[src/rtl/mem_arbiter_if.sv]
// Bundle of requester-side and memory-side signals around the shared memory port.
// master: requesters plus memory (drives requests and memory responses); slave: the arbiter.
interface mem_arbiter_if #(
    parameter int NUM_REQ = 2
);
    logic [NUM_REQ-1:0]    req;
    logic [NUM_REQ-1:0]    req_wr;
    logic [NUM_REQ*32-1:0] req_addr;
    logic [NUM_REQ*32-1:0] req_wdata;
    logic [NUM_REQ-1:0]    ack;
    logic                  err;
    logic [31:0]           resp_rdata;
    logic                  busy;
    logic                  mem_rd;
    logic                  mem_wr;
    logic [31:0]           mem_addr;
    logic [31:0]           mem_wdata;
    logic [31:0]           mem_rdata;
    logic                  mem_ready;

    modport master (
        output req, req_wr, req_addr, req_wdata, mem_rdata, mem_ready,
        input  ack, err, resp_rdata, busy, mem_rd, mem_wr, mem_addr, mem_wdata
    );

    modport slave (
        input  req, req_wr, req_addr, req_wdata, mem_rdata, mem_ready,
        output ack, err, resp_rdata, busy, mem_rd, mem_wr, mem_addr, mem_wdata
    );
endinterface

[src/rtl/mem_arbiter.sv]
// Round-robin arbiter sharing one memory port between NUM_REQ requesters, one access at a time,
// with wait states via mem_ready and an optional timeout abort. All outputs are registered.
module mem_arbiter #(
    parameter int NUM_REQ = 2,
    parameter int TIMEOUT = 16
) (
    input  logic         clk,
    input  logic         rst,
    mem_arbiter_if.slave bus
);
    localparam int PW = $clog2(NUM_REQ);
    localparam int SW = PW + 1;
    localparam int CW = (TIMEOUT < 2) ? 1 : $clog2(TIMEOUT);
    localparam logic [CW-1:0] CNT_LAST = CW'((TIMEOUT == 0) ? 0 : TIMEOUT - 1);
    localparam logic [PW-1:0] LAST_REQ = PW'(NUM_REQ - 1);

    typedef enum logic [1:0] {
        IDLE,
        ACCESS,
        RESP
    } state_t;

    state_t state, state_nxt;

    logic [PW-1:0]      rr_ptr, rr_ptr_nxt;
    logic [PW-1:0]      grant, grant_nxt;
    logic [CW-1:0]      cnt, cnt_nxt;
    logic [NUM_REQ-1:0] ack_q, ack_nxt;
    logic               err_q, err_nxt;
    logic               busy_q, busy_nxt;
    logic               rd_q, rd_nxt;
    logic               wr_q, wr_nxt;
    logic [31:0]        addr_q, addr_nxt;
    logic [31:0]        wdata_q, wdata_nxt;
    logic [31:0]        rdata_q, rdata_nxt;

    logic               pick_found;
    logic [PW-1:0]      pick_idx;
    logic [SW-1:0]      cand_sum;
    logic [PW-1:0]      cand;

    // Search rr_ptr, rr_ptr+1, ... with an explicit wrap so non-power-of-two counts work too.
    always_comb begin
        pick_found = 1'b0;
        pick_idx   = rr_ptr;
        cand_sum   = '0;
        cand       = '0;
        for (int i = 0; i < NUM_REQ; i++) begin
            cand_sum = {1'b0, rr_ptr} + SW'(i);
            if (cand_sum >= SW'(NUM_REQ)) begin
                cand_sum = cand_sum - SW'(NUM_REQ);
            end
            cand = cand_sum[PW-1:0];
            if (!pick_found && bus.req[cand]) begin
                pick_found = 1'b1;
                pick_idx   = cand;
            end
        end
    end

    always_comb begin
        state_nxt  = state;
        rr_ptr_nxt = rr_ptr;
        grant_nxt  = grant;
        cnt_nxt    = cnt;
        ack_nxt    = '0;
        err_nxt    = 1'b0;
        busy_nxt   = busy_q;
        rd_nxt     = rd_q;
        wr_nxt     = wr_q;
        addr_nxt   = addr_q;
        wdata_nxt  = wdata_q;
        rdata_nxt  = rdata_q;

        case (state)
            IDLE: begin
                if (pick_found) begin
                    grant_nxt = pick_idx;
                    addr_nxt  = bus.req_addr[32*pick_idx +: 32];
                    wdata_nxt = bus.req_wdata[32*pick_idx +: 32];
                    rd_nxt    = ~bus.req_wr[pick_idx];
                    wr_nxt    = bus.req_wr[pick_idx];
                    busy_nxt  = 1'b1;
                    cnt_nxt   = '0;
                    state_nxt = ACCESS;
                end
            end
            ACCESS: begin
                if (cnt != '1) begin
                    cnt_nxt = cnt + CW'(1);
                end
                // mem_ready takes priority over a timeout landing in the same cycle.
                if (bus.mem_ready) begin
                    if (rd_q) begin
                        rdata_nxt = bus.mem_rdata;
                    end
                    rd_nxt    = 1'b0;
                    wr_nxt    = 1'b0;
                    ack_nxt   = NUM_REQ'(1) << grant;
                    state_nxt = RESP;
                end else if (TIMEOUT != 0 && cnt == CNT_LAST) begin
                    rd_nxt    = 1'b0;
                    wr_nxt    = 1'b0;
                    ack_nxt   = NUM_REQ'(1) << grant;
                    err_nxt   = 1'b1;
                    state_nxt = RESP;
                end
            end
            RESP: begin
                rr_ptr_nxt = (grant == LAST_REQ) ? '0 : grant + PW'(1);
                cnt_nxt    = '0;
                busy_nxt   = 1'b0;
                state_nxt  = IDLE;
            end
            default: begin
                state_nxt = IDLE;
            end
        endcase
    end

    always_ff @(posedge clk or negedge rst) begin
        if (!rst) begin
            state <= IDLE;
        end else begin
            state <= state_nxt;
        end
    end

    always_ff @(posedge clk or negedge rst) begin
        if (!rst) begin
            rr_ptr  <= '0;
            grant   <= '0;
            cnt     <= '0;
            ack_q   <= '0;
            err_q   <= 1'b0;
            busy_q  <= 1'b0;
            rd_q    <= 1'b0;
            wr_q    <= 1'b0;
            addr_q  <= '0;
            wdata_q <= '0;
            rdata_q <= '0;
        end else begin
            rr_ptr  <= rr_ptr_nxt;
            grant   <= grant_nxt;
            cnt     <= cnt_nxt;
            ack_q   <= ack_nxt;
            err_q   <= err_nxt;
            busy_q  <= busy_nxt;
            rd_q    <= rd_nxt;
            wr_q    <= wr_nxt;
            addr_q  <= addr_nxt;
            wdata_q <= wdata_nxt;
            rdata_q <= rdata_nxt;
        end
    end

    assign bus.ack        = ack_q;
    assign bus.err        = err_q;
    assign bus.busy       = busy_q;
    assign bus.mem_rd     = rd_q;
    assign bus.mem_wr     = wr_q;
    assign bus.mem_addr   = addr_q;
    assign bus.mem_wdata  = wdata_q;
    assign bus.resp_rdata = rdata_q;
endmodule
[src/flat_wrapper.sv]
// flat-port wrapper written by rule: the top's interface ports become plain ports
module mem_arbiter_flat 
#(
    parameter int NUM_REQ = 2,
    parameter int TIMEOUT = 16
)
  (clk, rst, bus_req, bus_req_wr, bus_req_addr, bus_req_wdata, bus_mem_rdata, bus_mem_ready, bus_ack, bus_err, bus_resp_rdata, bus_busy, bus_mem_rd, bus_mem_wr, bus_mem_addr, bus_mem_wdata);
  mem_arbiter_if #(.NUM_REQ(NUM_REQ)) bus_i ();
  input  logic clk;
  input  logic rst;
  input wire logic [$bits(bus_i.req)-1:0] bus_req;
  input wire logic [$bits(bus_i.req_wr)-1:0] bus_req_wr;
  input wire logic [$bits(bus_i.req_addr)-1:0] bus_req_addr;
  input wire logic [$bits(bus_i.req_wdata)-1:0] bus_req_wdata;
  input wire logic [$bits(bus_i.mem_rdata)-1:0] bus_mem_rdata;
  input wire logic [$bits(bus_i.mem_ready)-1:0] bus_mem_ready;
  output wire logic [$bits(bus_i.ack)-1:0] bus_ack;
  output wire logic [$bits(bus_i.err)-1:0] bus_err;
  output wire logic [$bits(bus_i.resp_rdata)-1:0] bus_resp_rdata;
  output wire logic [$bits(bus_i.busy)-1:0] bus_busy;
  output wire logic [$bits(bus_i.mem_rd)-1:0] bus_mem_rd;
  output wire logic [$bits(bus_i.mem_wr)-1:0] bus_mem_wr;
  output wire logic [$bits(bus_i.mem_addr)-1:0] bus_mem_addr;
  output wire logic [$bits(bus_i.mem_wdata)-1:0] bus_mem_wdata;
  assign bus_i.req = bus_req;
  assign bus_i.req_wr = bus_req_wr;
  assign bus_i.req_addr = bus_req_addr;
  assign bus_i.req_wdata = bus_req_wdata;
  assign bus_i.mem_rdata = bus_mem_rdata;
  assign bus_i.mem_ready = bus_mem_ready;
  assign bus_ack = bus_i.ack;
  assign bus_err = bus_i.err;
  assign bus_resp_rdata = bus_i.resp_rdata;
  assign bus_busy = bus_i.busy;
  assign bus_mem_rd = bus_i.mem_rd;
  assign bus_mem_wr = bus_i.mem_wr;
  assign bus_mem_addr = bus_i.mem_addr;
  assign bus_mem_wdata = bus_i.mem_wdata;
  mem_arbiter #(.NUM_REQ(NUM_REQ), .TIMEOUT(TIMEOUT)) u_core (.clk(clk), .rst(rst), .bus(bus_i));
endmodule
[config.mk]
export PLATFORM = sky130hd
export DESIGN_NAME = mem_arbiter_flat
export DESIGN_NICKNAME = d
export VERILOG_FILES = /design/src/rtl/mem_arbiter_if.sv /design/src/rtl/mem_arbiter.sv /design/src/flat_wrapper.sv
export SDC_FILE = /design/constraint.sdc
export NUM_CORES = 1
export LEC_CHECK = 0
export ABC_AREA = 1
export BUFFER_PORTS_ARGS = -buffer_cell sky130_fd_sc_hd__buf_2
export CORE_MARGIN = 2
export CORE_UTILIZATION = 46
export CTS_CLUSTER_SIZE = 24
export DETAILED_ROUTE_END_ITERATION = 8
export PLACE_DENSITY = 0.81
export SLEW_MARGIN = 30
export SYNTH_ARGS = -nofsm -noshare
export SYNTH_HDL_FRONTEND = slang
export SYNTH_SLANG_ARGS = --single-unit
export TNS_END_PERCENT = 20
[constraint.sdc]
create_clock -name clk -period 1.4 [get_ports clk]
set_input_delay 0.07 -clock clk [delete_from_list [all_inputs] [get_ports clk]]
set_output_delay 0.07 -clock clk [all_outputs]
set_load 0.005 [all_outputs]
# --- Yosys cells after proc, flatten, opt, wreduce, memory -nomap -nowiden ---
# Index checks and enable logic that the tools add are counted.
word_totals:
  reg_bits: 110
  latchBits: 0
  ram_bits: 0
  rom_bits: 0
  input_bits: 167
  out_inout_bits: 102
  word_cells: 79
  memories: 0
classes:
  add_sub_neg: 5
  mul: 0
  div: 0
  order_cmp: 5
  eq_ne: 7
  n_shift: 3
  n_mux: 34
  bitwise: 1
  n_reduce_logical: 12
ops:
  columns: ["cell", "count"]
  rows:
  - ["$shiftx 64x7->32", 2]
  - ["$mux 1", 21]
  - ["$mux 2", 6]
  - ["$pmux 4 s3", 1]
  - ["$reduce_and 3->1", 3]
  - ["$mux 4", 2]
  - ["$lt 1x2->1 const B", 3]
  - ["$pmux 1 s2", 3]
  - ["$reduce_and 2->1", 3]
  - ["$add 4x1->4 const B", 1]
  - ["$eq 4x4->1 const B", 1]
  - ["$ne 2x1->1 const B", 2]
  - ["$ne 4x4->1 const B", 1]
  - ["$pmux 2 s2", 1]
  - ["$reduce_bool 2->1", 2]
  - ["$ne 3x2->1 const B", 1]
  - ["$reduce_bool 3->1", 1]
  - ["$add 1x1->2 const B", 1]
  - ["$eq 2x1->1 const B", 1]
  - ["$eq 2x2->1 const B", 1]
  - ["$ge 1x2->1 const B", 1]
  - ["$ge 2x2->1 const B", 1]
  - ["$logic_not 2->1", 1]
  - ["$shl 1x1->2 const A", 1]
  - ["5 further kinds", 6]

# --- Logic depth before layout (Yosys ltp) ---
# Gate-level depths: netlist (run 1).
logic_depth:
  word_depth: 13
  ltp_mapped: 9
  depth_no_buf: 8

# --- Least setup slack after synthesis (run 1) ---
# No wires, ideal clock.
synth_path:
  path_type: "reg-to-reg"
  from: "register u_core.cnt[0]"
  to: "register u_core.wr_q, in the netlist u_core.bus.mem_wr"
  setup_time_ns: 0.071
  arrival_ns: 1.125
  required_time_ns: 1.329
  setup_slack_ns: 0.203
  path_stages_with_launch: 9
  path_buffers: 0
  period_less_slack_ns: 1.197
  cell_sequence: "dfrtp_1 > ha_1 > nand3_1 > nand2_1 > nand2_1 > nand2_1 > nand2_1 > inv_1 > nor2_1"
synth_via:
  elab_chain_cells: 3
synth_rtl:
  columns: ["item", "line_no", "text"]
  rows:
  - ["start: declaration", "mem_arbiter.sv:27", "logic [CW-1:0] cnt, cnt_nxt;"]
  - ["start signal: assignment", "mem_arbiter.sv:145", "cnt <= cnt_nxt;"]
  - ["$eq 4x4->1", "mem_arbiter.sv:101", "end else if (TIMEOUT != 0 && cnt == CNT_LAST) begin"]
  - ["$ne 3x2->1 (no line)", null, null]
  - ["$reduce_and 3->1 (no line)", null, null]
  - ["end signal: assignment", "mem_arbiter.sv:150", "wr_q <= wr_nxt;"]
  - ["end: declaration", "mem_arbiter.sv:32", "logic wr_q, wr_nxt;"]
# Every way passes these cells.
# A chain may end at the register's enable or synchronous reset.

# --- Final worst setup path (run 1) ---
layout_path:
  from: "register u_core.rr_ptr"
  to: "register u_core.wdata_q[21], in the netlist u_core.bus.mem_wdata[21]"
layout_via:
  elab_chain_cells: 9
  word_cells_on_any_way: 19
  classes_between: "add/sub: 3; order compare: 2; shift: 1; mux: 10; reduce/logical: 3"
layout_rtl:
  columns: ["item", "line_no", "text"]
  rows:
  - ["start: declaration", "mem_arbiter.sv:25", "logic [PW-1:0] rr_ptr, rr_ptr_nxt;"]
  - ["start signal: assignment", "mem_arbiter.sv:143", "rr_ptr <= rr_ptr_nxt;"]
  - ["$ge 1x2->1 or $sub 1x1->1 (tied branches)", "mem_arbiter.sv:50, mem_arbiter.sv:51", null]
  - ["$mux 1", "mem_arbiter.sv:50", "if (cand_sum >= SW'(NUM_REQ)) begin"]
  - ["$mux 1 (not written as such) (2 in a row)", "mem_arbiter.sv:54", "if (!pick_found && bus.req[cand]) begin"]
  - ["$mux 1", "mem_arbiter.sv:54", null]
  - ["$logic_not 1->1", "mem_arbiter.sv:54", null]
  - ["$logic_and 1x1->1", "mem_arbiter.sv:54", null]
  - ["$mux 1", "mem_arbiter.sv:54", null]
  - ["$shiftx 64x7->32 or $reduce_and 2->1 (tied branches)", null, null]
  - ["end signal: assignment", "mem_arbiter.sv:152", "wdata_q <= wdata_nxt;"]
  - ["end: declaration", "mem_arbiter.sv:34", "logic [31:0] wdata_q, wdata_nxt;"]
# Parallel ways exist; a longest one is shown, timed or not. The select of a mux whose other input is x is not followed.

==> metrics.md, run 1 <==
| Metric | Value |
|---|---|
| Run status | finished with violations |
| Violations in the final reports | negative setup slack |
| Ratio of routed vias to standard cells | slightly below 5 |
| Leakage power figure | about 4.7 nW |
| Data required, critical path | about 1.6 ns |
| Die Area | between 10000 and 15000 sq um |
| Clock network fraction of design power | 0.152 |
| Wire length of the first global-routing pass | 24780 microns |
| Number of setup violations in the final report | 1 |
| Count of nets left with antenna violations after detail routing | 0 |
| CTS max path bufs | 2 |
| Register share of total power | 0.342 |
| Highest fanout seen on the critical path | 10 |
| Die width | between 100 and 150 microns |
| TritonCTS Sinks | 110 |
| Average routed wire per standard cell | ~14 microns |
| Initial Utilization | 0.4664 |
| Internal power | ~0.0096 W |
| Total detailed-routing wirelength | between 15000 and 20000 microns |
| Global placement routability congestion | around 0.87 |
| Area of the mapped netlist | 5258 sq um |
| Crit. Startpoint | u_core.rr_ptr |
| Post-layout worst setup margin | -0.001256 ns |
| Sequential area share after synthesis | 0.5236 |
| Library cell contributing the largest single delay on the critical path | sky130_fd_sc_hd__dfrtp_1 |
| Warning count from the yosys run | 0 |
| Largest voltage drop on the vdd net | 1.219 mV |
| Syn_area_per_cell | roughly 7.5 sq um |
| Number of register bits inferred by synthesis | 110 |
| Clock root cell | sky130_fd_sc_hd__clkbuf_16 |
| Fillers | 907 |
| Final design area excluding fillers | around 7900 sq um |
| Slowest cell delay on critical path | a little over 0.4 ns |
| Fin Clk Skew | slightly above 0.006 ns |
| All-layer global routing usage | 0.2464 |
| Clock tree from TritonCTS | done |
| Ratio of final minimum period to clock period | 1.001 |
| Switch share | 0.4004 |
| Timing-limited maximum frequency | 713.6 MHz |
| Clock period minus final worst setup slack | 1.401 ns |
| Final global-route overflow total | 0 |
| Leading cell types by count after synthesis | 384 x sky130_fd_sc_hd__nand2_1, 110 x sky130_fd_sc_hd__dfrtp_1, 73 x sky130_fd_sc_hd__nand3_1 |
| Area fraction of the dominant cell type after synthesis | 0.5236 |
| Worst hold margin | around 0.0083 ns |
| EDFF count, synth | 0 |
| Number of levels the H-tree was split into | 3 |
| Antenna violations before repair | 0 |
| Placement Cell Area | 6815 sq um |
| Cell with the most instances after synthesis | sky130_fd_sc_hd__nand2_1 |
| Ant diodes | 0 |
| Power per standard cell area | about 2000 nW/um^2 |
| Vias after detailed routing | 5750 |
| Worst-margin pin slew | ~0.34 ns |
| Number of placement rows | 39 |
| DRC violation total after the first TritonRoute iteration | roughly 340 |
| Cell breakdown of the critical path | inv_2, nand2_4, nand2_4, nand2_4, nand2_8, buf_12, inv_16, clkbuf_16, nand2_2, nand2_1 |
| Critical path capture point type | register |
| Count of max-cap constraint violations | 0 |
| Most used cell, CP | sky130_fd_sc_hd__nand2_4 |
| Gate family responsible for the most delay along the worst path | buffers and inverters |
| Net total in the final layout | approximately 1200 |
| Share of final-layout standard cells stronger than drive strength 1 | 0.3660 |
| Top cells by area in the synthesized netlist | sky130_fd_sc_hd__dfrtp_1 52%, sky130_fd_sc_hd__nand2_1 27%, sky130_fd_sc_hd__nand3_1 6.9% |
| Mapped Nets | 872 |
| Ports placed on the boundary | approximately 270 |
| Height of the chip | about 110 microns |
| Layout Area Growth over Synthesis | 50.83% |
| Power spent charging and discharging nets | roughly 0.0064 W |
| Worst slack after detailed placement | -0.01889 ns |
| Worst slew margin | 0.7722 |
| Worst min path class | input port to register |
| Final slew viol count | 0 |
| Primary FF master, synth | sky130_fd_sc_hd__dfrtp_1 |
| Clock buffer count from CTS | 9 |
| Buffering stage count on the worst path with inverters included | 4 |
| Total instance count after detailed placement | between 1000 and 1500 |
| Startpoint class of the critical path | register |
| IO Port Bufs | between 200 and 300 |
| Async set-reset flop share out of synthesis | 1.000 |
| Arrival time worst endpoint | around 1.6 ns |
| Number of global-route vias before repair | 5352 |
| DRC violations left | 0 |
| Post-synthesis cell count | ~700 |
| Standard cell core area | ~11000 sq um |
| Unrepaired setup endpoints after global routing | yes |
| Launching point of the worst reg2reg path | u_core.rr_ptr |
| Number of standard cells in the layout, taps in and fillers out | approximately 1200 |
| Most Used Layer, Global Route | met2 |
| Cell type with the largest total area after synthesis | sky130_fd_sc_hd__dfrtp_1 |
| Type of the worst setup path | register to register |
| Clk Latency, worst-skew pair | ~0.34 ns |
| Count of distinct cell types in the synthesized netlist | 20 |
| Global-route met2 utilization | 0.4331 |
| DP HPWL | around 11000 microns |
| Clock Pin Slew Worst Setup and Hold Paths | 0.07 ns |
| Maximum number of pins on one net before global-route repair | 66 |
| Initial DRT Pass Iterations | 4 |
| Launch point of the worst hold path | bus_req_wdata[24] |
| Met1 usage in global routing | 0.2982 |
| Met3 Usage GRT | 0.04429 |
| Final Hold Viols | 0 |
| Portion of total power attributed to combinational logic | 0.506 |
==> cells in the final DEF (no fill, tap or decap), types with 2 or more instances in the layout <==
master,n
sky130_fd_sc_hd__nand2_1,349
sky130_fd_sc_hd__buf_2,267
sky130_fd_sc_hd__dfrtp_1,110
sky130_fd_sc_hd__nand3_1,73
sky130_fd_sc_hd__inv_1,41
sky130_fd_sc_hd__dlygate4sd3_1,35
sky130_fd_sc_hd__nand2_2,34
sky130_fd_sc_hd__o21ai_1,21
sky130_fd_sc_hd__buf_4,20
sky130_fd_sc_hd__o21ai_0,15
sky130_fd_sc_hd__clkbuf_16,13
sky130_fd_sc_hd__buf_6,10
sky130_fd_sc_hd__buf_12,10
sky130_fd_sc_hd__nor2_1,6
sky130_fd_sc_hd__nand2_4,4
sky130_fd_sc_hd__clkinv_4,3
sky130_fd_sc_hd__inv_2,2
sky130_fd_sc_hd__nor2_2,2
sky130_fd_sc_hd__buf_8,2
==> registers in the layout (all words and copies together), names as in the netlist <==
| name | flops |
|---|---|
| u_core.bus.ack | 2 |
| u_core.bus.busy | 1 |
| u_core.bus.err | 1 |
| u_core.bus.mem_addr | 32 |
| u_core.bus.mem_rd | 1 |
| u_core.bus.mem_wdata | 32 |
| u_core.bus.mem_wr | 1 |
| u_core.bus.resp_rdata | 32 |
| u_core.cnt | 4 |
| u_core.grant | 1 |
| u_core.rr_ptr | 1 |
| u_core.state | 2 |
==> logic make-up after synthesis <==
kind of cell,Yosys count,synth area share
AOI/OAI and AO/OA,36,0.03427
adders and majority gates,1,0.002379
buffers and inverters,84,0.07806
DFF,110,0.5236
and+or+nand+nor,473,0.3617
==> worst paths after layout <==
path | endpoint | slack [ns] | cells after the start
min in group asynchronous | u_core.bus.resp_rdata[4] | 0.18 | 2
worst max-delay path | u_core.bus.mem_wdata[21] | -0.001 | 10
max in group asynchronous | u_core.bus.mem_wdata[21] | 0.67 | 3
worst min register to register | u_core.bus.ack[0] | 0.47 | 1
worst min-delay path | u_core.bus.mem_wdata[24] | 0.008 | 5
worst max register to register | u_core.bus.mem_wdata[21] | -0.001 | 10
==> metrics by stage <==
stage,TNS (ns),util,power [W]
global route,-3.226,0.7035,0.01718
detailed placement,-0.03341,0.6046,0.01178
global placement,-0.003560,0.6046,0.01159
floorplan,0,-,0.008985
CTS,0,0.6612,0.01432
finish,-0.001256,0.7035,0.01602
==> routing by layer <==
metal  wire (microns)  part of all wire
met3             1173             0.070
met5                0                 0
met4              546             0.033
met1             6515              0.39
met2             8445              0.51
==> layout make-up <==
class                           instances  area [sq um]  share of cell area
Sequential cell                       110          2753              0.3471
Timing Repair Buffer                  349          2307              0.2909
Multi-Input combinational cell        511          2226              0.2807
Clock buffer                            9         225.2             0.02840
Inverter                               44         181.4             0.02288
Tap cell                              143         178.9             0.02256
Clock inverter                          7         58.81            0.007416
==> power by group through the flow <==
stage | clock network [W] | registers, W | logic, W
floorplan | 0 | 0.00554 | 0.00345
global placement | 0 | 0.00542 | 0.00617
detailed placement | 0 | 0.00544 | 0.00634
CTS | 0.00248 | 0.00543 | 0.00641
global route | 0.00261 | 0.00564 | 0.00893
finish | 0.00244 | 0.00549 | 0.00810
==> timing repair <==
| item | CTS | global route |
|---|---|---|
| resized for setup | 1 | 62 |
| endpoints found under the hold margin | 144 | 0 |
| cloned | 0 | 9 |
| setup buffers | 0 | 15 |
| pin swaps | 0 | 8 |
| endpoints found under the setup margin | 2 | 90 |
| hold buffers | 35 | 0 |
==> worst min-delay path: cells and delay by family <==
family        cells  cell delay (ns)
simple gates      4             0.18
buf+inv           1             0.07
Power figures use the tool's default switching activity.
==> run 2: changes to the inputs <==
==> constraint.sdc (replaced) <==
create_clock -name clk -period 1.61 [get_ports clk]
set_input_delay 0.0805 -clock clk [delete_from_list [all_inputs] [get_ports clk]]
set_output_delay 0.0805 -clock clk [all_outputs]
set_load 0.005 [all_outputs]
==> metrics.md, run 2 (synthesis results as in run 1) <==
| Metric | Value |
|---|---|
| Run status | finished with violations |
| Violations in the final reports | negative hold slack |
| Global placement routability congestion | a little over 0.8 |
| Most frequent cells in the layout | 382 x sky130_fd_sc_hd__nand2_1, 267 x sky130_fd_sc_hd__buf_2, 110 x sky130_fd_sc_hd__dfrtp_1 |
| Standard cell core area | between 10000 and 15000 sq um |
| Number of placement rows | 39 |
| Unrepaired setup endpoints after global routing | no |
| Data required, critical path | around 1.8 ns |
| Final Total Pwr | ~0.013 W |
| DRC violation total after the first TritonRoute iteration | 269 |
| Power spent charging and discharging nets | just under 0.005 W |
| Clock period minus final worst setup slack | about 1.5 ns |
| Net total in the final layout | around 1200 |
| Clock Pin Slew Worst Setup and Hold Paths | roughly 0.070 ns |
| Largest voltage drop on the vdd net | 0.8837 mV |
| Switch share | 0.3820 |
| Highest fanout seen on the critical path | 52 |
| Initial Utilization | 0.4664 |
| Arrival time worst endpoint | between 1.5 and 2 ns |
| Ports placed on the boundary | approximately 270 |
| Worst slew margin | 0.6130 |
| Share of final-layout standard cells stronger than drive strength 1 | 0.3104 |
| Portion of total power attributed to combinational logic | 0.422 |
| Maximum number of pins on one net before global-route repair | ~110 |
| Power per standard cell area | approximately 1700 nW/um^2 |
| Leakage power figure | ~4.5 nW |
| Total detailed-routing wirelength | roughly 15000 microns |
| Clock buffer count from CTS | 9 |
| DRC violations left | 0 |
| Sum of negative setup slack | 0 ns |
| Count of max-cap constraint violations | 0 |
| Ratio of final minimum period to clock period | 0.9125 |
| Antenna violations before repair | 0 |
| Endpoint of the most critical register-to-register path | u_core.bus.mem_wdata[19] |
| Fin Clk Skew | 0.007908 ns |
| Clock tree from TritonCTS | done |
| All-layer global routing usage | 0.2520 |
| Hold endpoint | u_core.bus.resp_rdata[5] |
| Timing-limited maximum frequency | between 600 and 700 MHz |
| Total instance count after detailed placement | approximately 1100 |
| Die width | around 110 microns |
| Launching point of the worst reg2reg path | u_core.rr_ptr |
| Depth of the most critical reg-to-reg path | 9 |
| Type of the worst setup path | register to register |
| Ant diodes | 0 |
| Critical path capture point type | register |
| Worst min path class | input port to register |
| Layout Area Growth over Synthesis | 39.77% |
| Worst-margin pin slew | ~0.58 ns |
| Clock network fraction of design power | 0.204 |
| Ratio of routed vias to standard cells | ~4.8 |
| Setup bufs post-CTS | 0 |
| Internal power | between 0.007 and 0.008 W |
| Worst hold margin | -0.005055 ns |
| Wire length of the first global-routing pass | about 25000 microns |
| Launch point of the worst hold path | bus_mem_rdata[5] |
| Final Hold Viols | 2 |
| Most frequent standard cell in the layout excluding fill and tap cells | sky130_fd_sc_hd__nand2_1 |
| CTS max path bufs | 2 |
| Final slew viol count | 0 |
| IO Port Bufs | ~270 |
| Final global-route overflow total | 0 |
| Count of nets left with antenna violations after detail routing | 0 |
| Number of global-route vias before repair | 5264 |
| Register share of total power | 0.374 |
| Number of levels the H-tree was split into | 3 |
| Average routed wire per standard cell | around 13 microns |
| TritonCTS Sinks | 110 |
| Number of setup violations in the final report | 0 |
| Cells on Worst Hold Path | 3 |
| Worst R2R Setup Slack | 0.14 ns |
| Height of the chip | 110.9 microns |
| Die Area | ~12000 sq um |
| Startpoint class of the critical path | register |
| Initial DRT Pass Iterations | 7 |
| Number of standard cells in the layout, taps in and fillers out | between 1000 and 1500 |
| Vias after detailed routing | 5382 |
| Clk Latency, worst-skew pair | roughly 0.34 ns |
| DP HPWL | around 10000 microns |
| Clock root cell | sky130_fd_sc_hd__clkbuf_16 |
## run 2: per-stage QoR
stage | area (sq um) | worst slack (ns) | utilization
finish | 7348 | 0.1408 | 0.6519
global route | 7348 | 0.0006803 | 0.6519
CTS | 7335 | 0.1312 | 0.6507
detailed placement | 6715 | 0.1377 | 0.5957
global placement | 6715 | 0.1683 | 0.5957
floorplan | 5258 | 0.4133 | -
## run 2: worst max-delay path, cell delays in order, from the launching register on
cell and delay [ns]:
sky130_fd_sc_hd__dfrtp_1 0.41, sky130_fd_sc_hd__inv_2 0.08, sky130_fd_sc_hd__nand2_2 0.08, sky130_fd_sc_hd__nand2_1 0.11, sky130_fd_sc_hd__nand2_2 0.07, sky130_fd_sc_hd__nand2_4 0.19
sky130_fd_sc_hd__inv_4 0.06, sky130_fd_sc_hd__buf_12 0.19, sky130_fd_sc_hd__nand2_1 0.10, sky130_fd_sc_hd__nand2_1 0.05
## run 2: power by group through the flow
stage	combinational, W	sequential (W)	clock, W
detailed placement	0.00534	0.00472	0
finish	0.00533	0.00472	0.00257
global route	0.00609	0.00488	0.00273
global placement	0.00518	0.00472	0
CTS	0.00538	0.00471	0.00260
floorplan	0.00300	0.00481	0
## run 2: cell type report
cell class / instances / area (sq um)
Inverter: 44 / 167.7
Fill cell: 1004 / 3924
Tap cell: 143 / 178.9
Sequential cell: 110 / 2753
Clock inverter: 5 / 106.4
Timing Repair Buffer: 309 / 1800
Clock buffer: 11 / 242.7
Multi-Input combinational cell: 510 / 2100
## run 2: worst max-delay path by stage
stage,start,end,slack [ns],cells past startpoint
after floorplan,u_core.cnt[0],u_core.bus.mem_wr,0.41,8
after global placement,u_core.rr_ptr,u_core.bus.mem_rd,0.17,8
after detailed placement,u_core.rr_ptr,u_core.bus.mem_rd,0.14,8
after CTS,u_core.rr_ptr,u_core.bus.mem_rd,0.13,8
after global routing,u_core.rr_ptr,u_core.bus.mem_addr[10],0.0007,9
final,u_core.rr_ptr,u_core.bus.mem_wdata[19],0.14,9
## run 2: timing repair
item                                    CTS  global route
endpoints found under the hold margin   136             1
endpoints found under the setup margin    0            23
resized for setup                         0             1
hold buffers                             27             1
## run 2: layer usage
layer,up-vias,global-route usage,part of all wire
met5,-,0,0
met4,0,0.09917,0.029
met3,31,0.04647,0.071
li1,2722,-,-
met2,229,0.4299,0.49
met1,2400,0.3188,0.41
==> run 3: changes to the inputs <==
--- a/config.mk
+++ b/config.mk
@@ -6,13 +6,12 @@
 export NUM_CORES = 1
 export LEC_CHECK = 0
 export ABC_AREA = 1
-export BUFFER_PORTS_ARGS = -buffer_cell sky130_fd_sc_hd__buf_2
+export BUFFER_PORTS_ARGS = -buffer_cell sky130_fd_sc_hd__buf_4
 export CORE_MARGIN = 2
 export CORE_UTILIZATION = 46
 export CTS_CLUSTER_SIZE = 24
 export DETAILED_ROUTE_END_ITERATION = 8
 export PLACE_DENSITY = 0.81
-export SLEW_MARGIN = 30
 export SYNTH_ARGS = -nofsm -noshare
 export SYNTH_HDL_FRONTEND = slang
 export SYNTH_SLANG_ARGS = --single-unit
==> constraint.sdc (replaced) <==
create_clock -name clk -period 1.61 [get_ports clk]
set_input_delay 0.0805 -clock clk [delete_from_list [all_inputs] [get_ports clk]]
set_output_delay 0.0805 -clock clk [all_outputs]
set_load 0.02 [all_outputs]
==> metrics.md, run 3 (synthesis results as in run 1) <==
| Metric | Value |
|---|---|
| Run status | completed |
| Cells on Worst Hold Path | 3 |
| Height of the chip | 110.9 microns |
| Most frequent cells in the layout | 382 x sky130_fd_sc_hd__nand2_1, 273 x sky130_fd_sc_hd__buf_4, 110 x sky130_fd_sc_hd__dfrtp_1 |
| IO Port Bufs | 268 |
| Die width | roughly 110 microns |
| Final Total Pwr | about 0.014 W |
| Maximum number of pins on one net before global-route repair | 65 |
| Initial Utilization | 0.4664 |
| Final global-route overflow total | 0 |
| All-layer global routing usage | 0.2598 |
| Number of setup violations in the final report | 0 |
| Worst-margin pin slew | 0.3764 ns |
| Ports placed on the boundary | roughly 270 |
| Clock period minus final worst setup slack | ~1.5 ns |
| Internal power | 0.008130 W |
| Clock tree from TritonCTS | done |
| Count of max-cap constraint violations | 0 |
| Leakage power figure | approximately 4.7 nW |
| Startpoint class of the critical path | register |
| DP HPWL | 11020 microns |
| Clk Latency, worst-skew pair | roughly 0.34 ns |
| Global placement routability congestion | ~0.85 |
| Number of global-route vias before repair | about 5400 |
| Depth of the most critical reg-to-reg path | 9 |
| Count of nets left with antenna violations after detail routing | 0 |
| Number of standard cells in the layout, taps in and fillers out | between 1000 and 1500 |
| Fin Clk Skew | between 0.009 and 0.01 ns |
| Total instance count after detailed placement | 1091 |
| Standard cell core area | between 10000 and 15000 sq um |
| Die Area | between 10000 and 15000 sq um |
| DRC violation total after the first TritonRoute iteration | roughly 330 |
| Largest voltage drop on the vdd net | approximately 1.0 mV |
| Unrepaired setup endpoints after global routing | no |
| Net total in the final layout | approximately 1100 |
| Clock root cell | sky130_fd_sc_hd__clkbuf_16 |
| TritonCTS Sinks | 110 |
| Average routed wire per standard cell | between 10 and 15 microns |
| DRC violations left | 0 |
| Layout Area Growth over Synthesis | 51.17% |
| Number of levels the H-tree was split into | 3 |
| Sum of negative setup slack | 0 ns |
| Length of routed met2 wiring | about 7600 microns |
| Clock Pin Slew Worst Setup and Hold Paths | around 0.070 ns |
| Ant diodes | 0 |
| Number of placement rows | 39 |
| Type of the worst setup path | register to register |
| Data required, critical path | ~1.8 ns |
| Highest fanout seen on the critical path | 21 |
| Arrival time worst endpoint | 1.68 ns |
| Wire length of the first global-routing pass | 26070 microns |
| Final Hold Viols | 0 |
| Ratio of routed vias to standard cells | 4.852 |
| Vias after detailed routing | about 5500 |
| Final slew viol count | 0 |
| Worst min path class | input port to register |
| Worst hold margin | 0.01179 ns |
| Antenna violations before repair | 0 |
| Post-route met1 wirelength | 6189 microns |
| Critical path capture point type | register |
| Total detailed-routing wirelength | 15510 microns |
| Clock network fraction of design power | 0.146 |
| Timing-limited maximum frequency | about 690 MHz |
| Register share of total power | 0.331 |
| Setup bufs post-CTS | 0 |
| Worst slew margin | 0.7491 |
| Power per standard cell area | approximately 1800 nW/um^2 |
| Most frequent standard cell in the layout excluding fill and tap cells | sky130_fd_sc_hd__nand2_1 |
| Switch share | 0.4384 |
| Ratio of final minimum period to clock period | 0.9010 |
| Highest signal layer in the routed design | met4 |
| Initial DRT Pass Iterations | 5 |
| Power spent charging and discharging nets | 0.006346 W |
| Clock buffer count from CTS | 9 |
| Share of final-layout standard cells stronger than drive strength 1 | 0.3154 |
| CTS max path bufs | 2 |
| WL met3 | 1287 microns |
| Portion of total power attributed to combinational logic | 0.524 |
## run 3: cell types whose count changed in the layout (fill, tap and decap cells not counted), sizes merged
cell,before,now
clkbuf,11,9
bufinv,3,0
buf,281,284
dlygate4sd3,28,22
inv,44,47
clkinv,1,3
## run 3: worst paths after layout
kind                            slack, ns              start                        end
min in group asynchronous            0.20                rst   u_core.bus.resp_rdata[8]
worst max-delay path                 0.16      u_core.rr_ptr    u_core.bus.mem_wdata[8]
worst min register to register       0.46       u_core.grant          u_core.bus.ack[0]
max in group asynchronous            0.86                rst     u_core.bus.mem_addr[3]
worst max register to register       0.16      u_core.rr_ptr    u_core.bus.mem_wdata[8]
worst min-delay path                 0.01  bus_mem_rdata[10]  u_core.bus.resp_rdata[10]
## run 3: timing repair
action                                  in CTS  in global routing
endpoints found under the setup margin       0                 45
hold endpoints to repair                    45                  0
hold buffers                                22                  0
gates resized for setup                      0                  4
## run 3: power groups by stage
stage	clock, W	combinational, W	sequential (W)
finish	0.00211	0.00758	0.00478
global route	0.00227	0.00831	0.00494
CTS	0.00215	0.00761	0.00477
detailed placement	0	0.00757	0.00478
global placement	0	0.00741	0.00475
floorplan	0	0.00299	0.00614
## run 3: final cells by class
type | instances | area (sq um)
Timing Repair Buffer | 306 | 2467
Sequential cell | 110 | 2753
Fill cell | 937 | 3324
Inverter | 44 | 167.7
Clock buffer | 9 | 225.2
Tap cell | 143 | 178.9
Multi-Input combinational cell | 510 | 2100
Clock inverter | 7 | 56.30
## run 3: critical path, cell delays in order, from the launching register on
cell                      delay [ns]
sky130_fd_sc_hd__dfrtp_1        0.40
sky130_fd_sc_hd__inv_2          0.06
sky130_fd_sc_hd__nand2_2        0.08
sky130_fd_sc_hd__buf_6          0.21
sky130_fd_sc_hd__nand2_2        0.13
sky130_fd_sc_hd__buf_4          0.19
sky130_fd_sc_hd__nand2_1        0.06
sky130_fd_sc_hd__nand2_1        0.06
sky130_fd_sc_hd__nand2_1        0.09
sky130_fd_sc_hd__nand2_1        0.06
## run 3: per-layer routing
metal	GRT usage	vias up
met5	0	-
met3	0.06124	31
met1	0.3144	2489
li1	-	2715
met4	0.09333	0
met2	0.4540	243
## run 3: metrics by stage
stage	utilization	worst slack, ns	area [sq um]
2_1_floorplan	-	0.4114	5258
3_3_place_gp	0.6592	0.06712	7431
3_5_place_dp	0.6592	0.009886	7431
4_1_cts	0.7037	0.004701	7933
5_1_grt	0.7051	0.01286	7948
6_report	0.7051	0.1594	7948
